### config.mk
export PLATFORM = sky130hd
export DESIGN_NAME = button_reader
export DESIGN_NICKNAME = d
export VERILOG_FILES = /design/src/rtl/button_reader_pkg.sv /design/src/rtl/btn_debounce.sv /design/src/rtl/button_reader.sv
export SDC_FILE = /design/constraint.sdc
export NUM_CORES = 1
export LEC_CHECK = 0
export ABC_CLOCK_PERIOD_IN_PS = 3220
export BUFFER_PORTS_ARGS = -buffer_cell sky130_fd_sc_hd__buf_2
export CAP_MARGIN = 5
export CORE_MARGIN = 5
export CORE_UTILIZATION = 62
export DETAILED_ROUTE_END_ITERATION = 8
export GPL_TIMING_DRIVEN = 0
export MAX_ROUTING_LAYER = met4
export PLACE_DENSITY = 0.79
export SYNTH_ARGS = -nofsm -noshare
export SYNTH_HDL_FRONTEND = slang
export SYNTH_SLANG_ARGS = --single-unit
### constraint.sdc
create_clock -name clkin -period 3.22 [get_ports clkin]
set_input_delay 0.322 -clock clkin [delete_from_list [all_inputs] [get_ports clkin]]
set_output_delay 0.322 -clock clkin [all_outputs]
set_load 0.01 [all_outputs]
### src/rtl/button_reader_pkg.sv
// Shared types and constants for the button reader: event kinds, event record and FIFO geometry.
// The long-press feature is enabled by defining BUTTON_READER_LONGPRESS_EN.
package button_reader_pkg;

  localparam int FIFO_DEPTH = 4;
  localparam int PTR_W      = 2;
  localparam int CNT_W      = 3;

  typedef enum logic [1:0] {
    KIND_PRESS   = 2'b00,
    KIND_RELEASE = 2'b01,
    KIND_LONG    = 2'b10
  } evt_kind_e;

  typedef struct packed {
    logic [3:0] idx;
    evt_kind_e  kind;
  } evt_t;

endpackage

### src/rtl/btn_debounce.sv
// One button: 2-flop synchronizer, polarity fix, debounce counter, edge pulses and,
// when BUTTON_READER_LONGPRESS_EN is defined, a long-press counter.
module btn_debounce
  import button_reader_pkg::*;
#(
  parameter int DEBOUNCE_CYCLES = 1600000,
  parameter bit BTN_ACTIVE_LOW  = 1'b1,
  parameter int LONG_CYCLES     = 160000000
) (
  input  logic clkin,
  input  logic resetn,
  input  logic raw_i,
  output logic level_o,
  output logic rise_o,
  output logic fall_o,
  output logic long_o
);

  localparam int DB_W = (DEBOUNCE_CYCLES > 2) ? $clog2(DEBOUNCE_CYCLES) : 1;
  localparam logic [DB_W-1:0] DB_LAST = DB_W'(DEBOUNCE_CYCLES - 1);

  if (DEBOUNCE_CYCLES < 2 || LONG_CYCLES < 2) begin : g_param_check
    $error("btn_debounce: DEBOUNCE_CYCLES and LONG_CYCLES must be at least 2");
  end

  logic            sync1_q, sync2_q;
  logic            pressed;
  logic            level_q, level_d;
  logic [DB_W-1:0] db_cnt_q, db_cnt_d;
  logic            flip;

  // Synchronizer resets to the idle pin level so reset release never looks like a press.
  always_ff @(posedge clkin or negedge resetn) begin
    if (!resetn) begin
      sync1_q  <= BTN_ACTIVE_LOW;
      sync2_q  <= BTN_ACTIVE_LOW;
      level_q  <= 1'b0;
      db_cnt_q <= '0;
    end else begin
      sync1_q  <= raw_i;
      sync2_q  <= sync1_q;
      level_q  <= level_d;
      db_cnt_q <= db_cnt_d;
    end
  end

  assign pressed = sync2_q ^ BTN_ACTIVE_LOW;

  always_comb begin
    level_d  = level_q;
    db_cnt_d = '0;
    flip     = 1'b0;
    if (pressed != level_q) begin
      if (db_cnt_q == DB_LAST) begin
        flip    = 1'b1;
        level_d = pressed;
      end else begin
        db_cnt_d = db_cnt_q + DB_W'(1);
      end
    end
  end

  assign level_o = level_q;
  assign rise_o  = flip & pressed;
  assign fall_o  = flip & ~pressed;

`ifdef BUTTON_READER_LONGPRESS_EN
  localparam int LP_W = (LONG_CYCLES > 2) ? $clog2(LONG_CYCLES) : 1;
  localparam logic [LP_W-1:0] LP_LAST = LP_W'(LONG_CYCLES - 1);

  logic [LP_W-1:0] lp_cnt_q, lp_cnt_d;
  logic            lp_done_q, lp_done_d;
  logic            lp_hit;

  always_ff @(posedge clkin or negedge resetn) begin
    if (!resetn) begin
      lp_cnt_q  <= '0;
      lp_done_q <= 1'b0;
    end else begin
      lp_cnt_q  <= lp_cnt_d;
      lp_done_q <= lp_done_d;
    end
  end

  // Counter saturates once fired; a release landing on the same cycle wins over the long event.
  always_comb begin
    lp_cnt_d  = lp_cnt_q;
    lp_done_d = lp_done_q;
    lp_hit    = 1'b0;
    if (!level_q) begin
      lp_cnt_d  = '0;
      lp_done_d = 1'b0;
    end else if (!lp_done_q) begin
      if (lp_cnt_q == LP_LAST) begin
        lp_hit    = ~flip;
        lp_done_d = 1'b1;
      end else begin
        lp_cnt_d = lp_cnt_q + LP_W'(1);
      end
    end
  end

  assign long_o = lp_hit;
`else
  assign long_o = 1'b0;
`endif

endmodule

### src/rtl/button_reader.sv
// Debounced push-button reader: per-button pending slots, lowest-index arbiter and 4-entry event FIFO.
// Long-press events exist only when BUTTON_READER_LONGPRESS_EN is defined.
module button_reader
  import button_reader_pkg::*;
#(
  parameter int N_BTN           = 4,
  parameter int DEBOUNCE_CYCLES = 1600000,
  parameter bit BTN_ACTIVE_LOW  = 1'b1,
  parameter int LONG_CYCLES     = 160000000
) (
  input  logic             clkin,
  input  logic             resetn,
  input  logic             enable,
  input  logic [N_BTN-1:0] btn_raw,
  output logic [N_BTN-1:0] btn_level,
  output logic             evt_valid,
  input  logic             evt_ready,
  output logic [3:0]       evt_idx,
  output logic [1:0]       evt_kind,
  output logic             overflow,
  input  logic             clr_overflow
);

  if (N_BTN < 1 || N_BTN > 16) begin : g_param_check
    $error("button_reader: N_BTN must be within 1..16");
  end

  logic [N_BTN-1:0] new_ev;
  evt_kind_e        new_kind [N_BTN];

  for (genvar gi = 0; gi < N_BTN; gi++) begin : g_btn
    logic rise, fall, lng;

    btn_debounce #(
      .DEBOUNCE_CYCLES(DEBOUNCE_CYCLES),
      .BTN_ACTIVE_LOW (BTN_ACTIVE_LOW),
      .LONG_CYCLES    (LONG_CYCLES)
    ) u_deb (
      .clkin  (clkin),
      .resetn (resetn),
      .raw_i  (btn_raw[gi]),
      .level_o(btn_level[gi]),
      .rise_o (rise),
      .fall_o (fall),
      .long_o (lng)
    );

    assign new_ev[gi]   = rise | fall | lng;
    assign new_kind[gi] = rise ? KIND_PRESS : (fall ? KIND_RELEASE : KIND_LONG);
  end

  logic [N_BTN-1:0] pend_v_q, pend_v_d;
  evt_kind_e        pend_k_q [N_BTN];
  evt_kind_e        pend_k_d [N_BTN];
  logic             overflow_q, overflow_d;

  evt_t             mem_q [FIFO_DEPTH];
  logic [PTR_W-1:0] wr_ptr_q, rd_ptr_q;
  logic [CNT_W-1:0] count_q, count_d;

  logic             push_hit, push, pop, full, ovf_set;
  logic [3:0]       push_sel;
  evt_kind_e        push_kind;

  // Lowest occupied slot wins; descending scan lets the last match stand.
  always_comb begin
    push_hit  = 1'b0;
    push_sel  = '0;
    push_kind = KIND_PRESS;
    for (int i = N_BTN - 1; i >= 0; i--) begin
      if (pend_v_q[i]) begin
        push_hit  = 1'b1;
        push_sel  = 4'(i);
        push_kind = pend_k_q[i];
      end
    end
  end

  assign full = (count_q == CNT_W'(FIFO_DEPTH));
  assign pop  = evt_valid & evt_ready;
  assign push = enable & push_hit & (~full | pop);

  // A slot drained this cycle can take a new edge without loss.
  always_comb begin
    pend_v_d = pend_v_q;
    pend_k_d = pend_k_q;
    ovf_set  = 1'b0;
    for (int i = 0; i < N_BTN; i++) begin
      if (push && push_sel == 4'(i)) pend_v_d[i] = 1'b0;
      if (!enable) begin
        pend_v_d[i] = 1'b0;
      end else if (new_ev[i]) begin
        if (pend_v_d[i]) ovf_set = 1'b1;
        pend_v_d[i] = 1'b1;
        pend_k_d[i] = new_kind[i];
      end
    end
    overflow_d = ovf_set | (overflow_q & ~clr_overflow);
  end

  always_comb begin
    count_d = count_q;
    case ({push, pop})
      2'b10:   count_d = count_q + CNT_W'(1);
      2'b01:   count_d = count_q - CNT_W'(1);
      default: count_d = count_q;
    endcase
  end

  always_ff @(posedge clkin or negedge resetn) begin
    if (!resetn) begin
      pend_v_q   <= '0;
      overflow_q <= 1'b0;
      wr_ptr_q   <= '0;
      rd_ptr_q   <= '0;
      count_q    <= '0;
      for (int i = 0; i < N_BTN; i++) pend_k_q[i] <= KIND_PRESS;
      for (int i = 0; i < FIFO_DEPTH; i++) mem_q[i] <= '0;
    end else begin
      pend_v_q   <= pend_v_d;
      pend_k_q   <= pend_k_d;
      overflow_q <= overflow_d;
      count_q    <= count_d;
      if (push) begin
        mem_q[wr_ptr_q] <= '{idx: push_sel, kind: push_kind};
        wr_ptr_q        <= wr_ptr_q + PTR_W'(1);
      end
      if (pop) rd_ptr_q <= rd_ptr_q + PTR_W'(1);
    end
  end

  assign evt_valid = (count_q != '0);
  assign evt_idx   = mem_q[rd_ptr_q].idx;
  assign evt_kind  = mem_q[rd_ptr_q].kind;
  assign overflow  = overflow_q;

endmodule

==> impl_summary.txt, run 1 <==
----------------------------------------------------
[Worst setup path]
  Crit-path max cell delay ... 960 ps
  Kind of end point of the critical path ... flip-flop
  Critical Path Start Type ... flip-flop
  Crit Path Max Fanout ... 8
  WS Path Type ... reg2reg
  Worst Path Arrival ... 3340 ps
  Worst path slowest cell ... nor4b_1
  Crit-path cells ... nor4b_1 -> nor3_2 -> inv_1 -> ha_1 -> inv_1 -> fa_1 -> xor2_1 -> nor2_1 -> xor2_1
  Critical Path RT ... 3650 ps

[Timing]
  Least-Margin Pin Slew ... 1100 ps
  Fraction of the cycle the final worst path needs ... 90.5%
  Unrepaired setup endpoints after global routing ... false
  Final critical-path setup slack ... 306 ps
  Time the worst path needs with I/O delays and setup ... 2910 ps
  Slew Viols, Final ... 0
  Final hold violation count ... 0
  # setup viols final ... 0
  Rel. slew slack ... 25.6%
  FMAX ... 343 MHz
  Sum of negative setup slack ... 0 ps
  Setup Skew ... 7.50 ps

[Clock tree]
  Root Buffer ... clkbuf_8
  Number of H-tree levels ... 4
  Post-cts resize count ... 0
  Worst-Skew Late Latency ... 520 ps
  Number of sinks handled by clock tree synthesis ... 132
  Number of buffers on the longest clock path ... 2
  CTS tree ... built
  Clk slew on worst S/H paths ... 60 ps
  Buffers inserted during post-CTS setup optimization ... 0
  Inserted Clock Buffers ... 17

[Power and ir drop]
  Total leakage power ... 3.24 nW
  Peak supply drop ... 0.456 mV
  Pwr/cell area ... 550 nW/um2

[Cells and area]
  Fraction of final layout cells with drive strength greater than 1 ... 15.1%
  Seq. cell area ... 3310 um2
  Most frequent standard cell in the layout excluding fill and tap cells ... dfrtp_1
  Area delta synth->final ... 15.0%
  Count of nets after finishing ... 647
  Inserted Diodes ... 0
  # fillers ... 671
  Most frequent cells in the layout ... 124 x dfrtp_1, 106 x nor2_1, 53 x xor2_1
  Multi-input gate area in the final layout ... 2760 um2

[GRT]
  Number of antenna violations at the first check in global routing ... 0
  Overflow left after global routing ... 0
  Global-route wire length before repair ... 20.3 mm
  Maximum number of pins on one net before global-route repair ... 98
  Vias in the first global route ... 4425
  Global-route usage over all layers ... 22.0%

[Yosys]
  Mean cell area of the mapped netlist ... 10.7 um2
  Flops & latches, synth ... 132
  Top cell type's share of synthesized area ... 49.8%
  Post-synth ARST share ... 100%
  Top cells by area, synth ... dfrtp_1 50%, xor2_1 7.5%, nor2_1 6.4%, xnor2_1 4.8%, dfstp_2 3.4%
  Summed instance area of the synthesized netlist ... 6220 um2
  Most area-hungry cell type in the Yosys netlist ... dfrtp_1
  Number of warnings issued by yosys ... 0
  Flip-flop cell with the highest count after synthesis ... dfrtp_1
  Number of cells produced by synthesis ... 584
  Number of unique standard cell types used by synthesis ... 51
  Register area share after synthesis ... 53.2%
  EDFF count, synth ... 0

[Floorplan]
  Count of boundary I/O pins ... 21
  Core region area ... 9770 um2
  Die outline width ... 110 um
  Die area ... 12100 um2
  Die H ... 110 um
  Initial standard-cell utilization of the core ... 63.7%
  Row Count ... 36

[Routing]
  DRC violation total after the first TritonRoute iteration ... 200
  Remaining design rule violation count ... 0
  Number of optimization iterations in the first detailed-route pass ... 4
  Number of nets with antenna violations after routing ... 0
  Wirelength, routed ... 11.7 mm
  Vias per cell ... 5.54
  Via total after detailed routing ... 4291
  Routed wirelength normalized by instance count ... 15.1 um

[Worst hold path]
  Hold Path Class ... in2reg

[Place]
  Post-placement worst setup slack ... 360 ps
  I/O Buffers ... 18
  DPL Wire Length ... 7.67 mm
  RD Place Congestion ... 0.831

[Flow run]
  Max-capacitance violation count ... 0

[Outcome]
  Outcome ... finished, final reports clean

----------------------------------------------------
worst max-delay path: cells and delay by family, from the launching register on:
family / cells / cell delay, ps
XOR/XNOR: 2 / 350
adder cells (fa/ha/maj): 2 / 560
buffers and inverters: 2 / 190
flip-flops: 1 / 410
AND/OR/NAND/NOR: 3 / 1310
routing by layer:
metal | global-route usage, % | vias to the layer above | wire length [um] | part of all wire (%)
li1 | - | 2062 | - | -
met1 | 27.2 | 2130 | 5100 | 44
met2 | 35.8 | 72 | 5960 | 51
met3 | 4.08 | 27 | 344 | 2.9
met4 | 9.67 | 0 | 272 | 2.3
met5 | - | - | 0 | 0
what timing repair did:
action | 4_1_cts | 5_1_grt
setup endpoints to repair | 0 | 0
hold endpoints to repair | 39 | 0
hold buffers | 5 | 0
registers in the layout, summed over array words and instances, names as in the netlist, 3 cells and up:
name / flops
count_q: 3
g_btn.u_deb.db_cnt_q: 84
g_btn.u_deb.level_o: 4
g_btn.u_deb.sync1_q: 4
g_btn.u_deb.sync2_q: 4
mem_q: 16
pend_k_q: 8
pend_v_q: 4
kinds of logic (layout without fill, tap and decap cells):
kind of cell             Yosys count  after routing  share of synthesized area (%)
AND/OR/NAND/NOR                  276            276                           22.1
flip-flops                       132            132                           53.2
XOR/XNOR                          87             87                           12.2
buffers and inverters             29             85                           2.49
AO/OA/AOI/OAI                     26             26                           2.79
multiplexers                      23             23                           4.94
adder cells (fa/ha/maj)           10             10                           2.13
other                              1              2                         0.0602
Yosys cell counts (all sizes together), types with 8 or more instances:
library cell	count
mux2	19
dfrtp	124
dfstp	8
inv	12
and3	12
nor3	10
ha	9
xor2	53
nand4	18
nor2	107
xnor2	34
buf	10
nand3	28
and4	9
nand2	50
cell type report:
class | instances | share of cell area [%]
flip-flops and latches | 132 | 46.3
multi-input cells | 424 | 38.6
clock buffers | 24 | 6.85
repair buffers | 24 | 2.43
well taps | 133 | 2.33
plain buffers | 17 | 1.54
clock inverters | 8 | 1.36
inverters | 12 | 0.629
path summary, 6_finish.rpt:
| check | from | endpoint | slack (ps) | cells past startpoint |
|---|---|---|---|---|
| max reg2reg | count_q[0] | count_q[2] | 310 | 9 |
| max | count_q[0] | count_q[2] | 310 | 9 |
| max in group asynchronous | resetn | g_btn[0].u_deb.sync2_q | 2150 | 3 |
| min in group asynchronous | resetn | g_btn[2].u_deb.db_cnt_q[15] | 280 | 2 |
| min | enable | pend_v_q[2] | 140 | 2 |
| min reg2reg | g_btn[3].u_deb.sync1_q | g_btn[3].u_deb.sync2_q | 350 | 0 |
where the power goes:
| group | total, mW | switching [mW] | internal [mW] | leakage, nW |
|---|---|---|---|---|
| registers | 1.78 | 0.0558 | 1.72 | 1.79 |
| clock network | 1.88 | 0.677 | 1.20 | 0.283 |
| logic | 0.282 | 0.163 | 0.120 | 1.18 |
per-stage QoR:
| step | power (mW) | hold slack (ps) | instance area (um2) | std cells | utilization [%] |
|---|---|---|---|---|---|
| after floorplan | 1.98 | 26.4 | 6230 | 585 | - |
| after global placement | 2.06 | 347 | 6480 | 736 | 66.3 |
| after detailed placement | 2.09 | 240 | 6520 | 737 | 66.7 |
| after CTS | 3.97 | 105 | 7160 | 774 | 73.2 |
| after global routing | 4.10 | 131 | 7160 | 774 | 73.2 |
| final | 3.94 | 136 | 7160 | 774 | 73.2 |
Power figures use the tool's default switching activity.
==> run 2: changes to the inputs <==
--- a/config.mk
+++ b/config.mk
@@ -14,6 +14,7 @@
 export GPL_TIMING_DRIVEN = 0
 export MAX_ROUTING_LAYER = met4
 export PLACE_DENSITY = 0.79
+export RECOVER_POWER = 50
 export SYNTH_ARGS = -nofsm -noshare
 export SYNTH_HDL_FRONTEND = slang
 export SYNTH_SLANG_ARGS = --single-unit
==> run 2 against run 1 <==
Compared with the run above: the run now ends with capacitance limit, slew limit left; clock skew is essentially flat; non-clock buffer count unchanged; design area fell by 0.33%; first-iteration DRC count stayed put; clock-buffer cell count stayed put; setup slack stayed put; critical path type unchanged.
==> impl_summary.txt, run 2 (synthesis gave the netlist of run 1 again) <==
----------------------------------------------------
[Routing]
  Wirelength, routed ... 11.7 mm
  Routed wirelength normalized by instance count ... 15.1 um
  Remaining design rule violation count ... 0
  DRC violation total after the first TritonRoute iteration ... 200
  Vias per cell ... 5.54
  Number of nets with antenna violations after routing ... 0
  Via total after detailed routing ... 4288
  Number of optimization iterations in the first detailed-route pass ... 4

[Power and ir drop]
  P_int ... 3.04 mW
  Portion of total power attributed to the clock network ... 47.7%
  Pwr/cell area ... 551 nW/um2
  P_sw ... 0.895 mW
  Overall power consumption ... 3.93 mW
  Fraction of power consumed by sequential logic ... 45.2%
  Switch share ... 22.7%
  Peak supply drop ... 0.456 mV
  Fraction of power consumed by combinational cells ... 7.1%
  Total leakage power ... 3.23 nW

[Worst setup path]
  WS Path Type ... reg2reg
  Kind of end point of the critical path ... flip-flop
  Critical Path RT ... 3650 ps
  Reg-to-reg startpoint ... count_q[0]
  Worst Path Arrival ... 3340 ps
  Critical Path Start Type ... flip-flop
  Reg2reg path depth ... 9
  First element of the critical path ... count_q[0]
  Register-to-Register Setup Slack ... 310 ps
  Crit Path Max Fanout ... 8
  Capture point of the worst reg-to-reg path ... count_q[2]

[GRT]
  Peak-usage layer in the global routing report ... met2
  Vias in the first global route ... 4425
  Number of antenna violations at the first check in global routing ... 0
  Global-route usage over all layers ... 22.0%
  Global-route track usage on met1 ... 27.2%
  Overflow left after global routing ... 0
  Global-route wire length before repair ... 20.3 mm
  Met3 demand-to-capacity share in global routing ... 4.08%
  GR met2 Demand/Resource ... 35.8%
  Maximum number of pins on one net before global-route repair ... 98

[Timing]
  Setup Skew ... 7.50 ps
  Time the worst path needs with I/O delays and setup ... 2910 ps
  Unrepaired setup endpoints after global routing ... false
  Least-Margin Pin Slew ... 1910 ps
  FMAX ... 343 MHz
  Sum of negative setup slack ... 0 ps
  Final hold violation count ... 0
  Rel. slew slack ... -27.0%
  # setup viols final ... 0
  Slew Viols, Final ... 37
  Fraction of the cycle the final worst path needs ... 90.5%

[Cells and area]
  Fraction of final layout cells with drive strength greater than 1 ... 15.0%
  Area delta synth->final ... 14.6%
  Cell Count, Final, Fillers Out ... 774
  Most frequent cells in the layout ... 124 x dfrtp_1, 106 x nor2_1, 53 x xor2_1
  Most frequent standard cell in the layout excluding fill and tap cells ... dfrtp_1
  Count of nets after finishing ... 647
  Inserted Diodes ... 0
  Largest regs ... g_btn.u_deb.db_cnt_q: 84 flops, mem_q: 16 flops, pend_k_q: 8 flops
  # fillers ... 676
  Reg with most FFs ... g_btn.u_deb.db_cnt_q
  Number of flip-flops in the largest register ... 84

[Floorplan]
  Count of boundary I/O pins ... 21
  Core region area ... 9770 um2
  Die H ... 110 um
  Die outline width ... 110 um
  Die area ... 12100 um2
  Initial standard-cell utilization of the core ... 63.7%
  Row Count ... 36

[Clock tree]
  Buffers inserted during post-CTS setup optimization ... 0
  Number of buffers on the longest clock path ... 2
  Inserted Clock Buffers ... 17
  Worst-Skew Late Latency ... 520 ps
  Root Buffer ... clkbuf_8
  CTS tree ... built
  Number of H-tree levels ... 4
  Post-cts resize count ... 0
  Clk slew on worst S/H paths ... 60 ps
  Number of sinks handled by clock tree synthesis ... 132

[Outcome]
  Violations in the final reports ... capacitance limit, slew limit
  Outcome ... complete, but fails checks

[Worst hold path]
  Worst hold start ... enable
  Hold Path Class ... in2reg
  Hold Path Sink ... pend_v_q[2]
  Hold path depth ... 2

[Place]
  Placed cell count ... 737
  DPL Wire Length ... 7.67 mm
  I/O Buffers ... 18
  RD Place Congestion ... 0.831

[Flow run]
  Max-capacitance violation count ... 1

----------------------------------------------------
run 2: routing by layer:
layer | vias up | part of all wire (%)
li1 | 2061 | -
met2 | 68 | 51
met1 | 2132 | 44
met5 | - | 0
met4 | 0 | 2.3
met3 | 27 | 2.9
run 2: critical path, cell delays in order (launching register included):
cell and delay [ps]:
dfrtp_1 410, nor4b_1 960, nor3_2 240, inv_1 130, ha_1 190, inv_1 60, fa_1 370, xor2_1 150
nor2_1 110, xor2_1 200
run 2: power groups by stage:
stage / Combinational, mW / Sequential, mW / Clock [mW]
finish: 0.278 / 1.78 / 1.88
global route: 0.316 / 1.78 / 2.00
CTS: 0.290 / 1.78 / 1.91
detailed placement: 0.283 / 1.80 / 0
global placement: 0.261 / 1.80 / 0
floorplan: 0.191 / 1.79 / 0
run 2: layout make-up:
class / count / area [um2] / share of cell area, %
plain buffers: 17 / 110 / 1.54
multi-input cells: 424 / 2760 / 38.7
clock buffers: 24 / 490 / 6.88
repair buffers: 24 / 150 / 2.10
clock inverters: 8 / 97.6 / 1.37
flip-flops and latches: 132 / 3310 / 46.4
inverters: 12 / 45.0 / 0.631
well taps: 133 / 166 / 2.33
run 2: repair_timing:
item	CTS	global route
hold buffers	5	0
hold endpoints to repair	39	0
endpoints found under the setup margin	0	0
run 2: metrics by stage:
step | hold WS [ps] | instance area, um2 | setup slack [ps] | util [%]
2_1_floorplan | 26.4 | 6230 | 792 | -
3_3_place_gp | 347 | 6480 | 181 | 66.3
3_5_place_dp | 240 | 6520 | 360 | 66.7
4_1_cts | 105 | 7160 | 293 | 73.2
5_1_grt | 131 | 7130 | 84.0 | 73.0
6_report | 137 | 7130 | 306 | 73.0
run 2: how the worst max path moves through the flow:
stage,to,slack (ps),cells past startpoint
3_3_place_gp,g_btn[1].u_deb.db_cnt_q[0],180,1
3_5_place_dp,count_q[2],360,10
2_1_floorplan,count_q[2],790,9
6_report,count_q[2],310,9
4_1_cts,count_q[2],290,9
5_1_grt,count_q[2],80,9
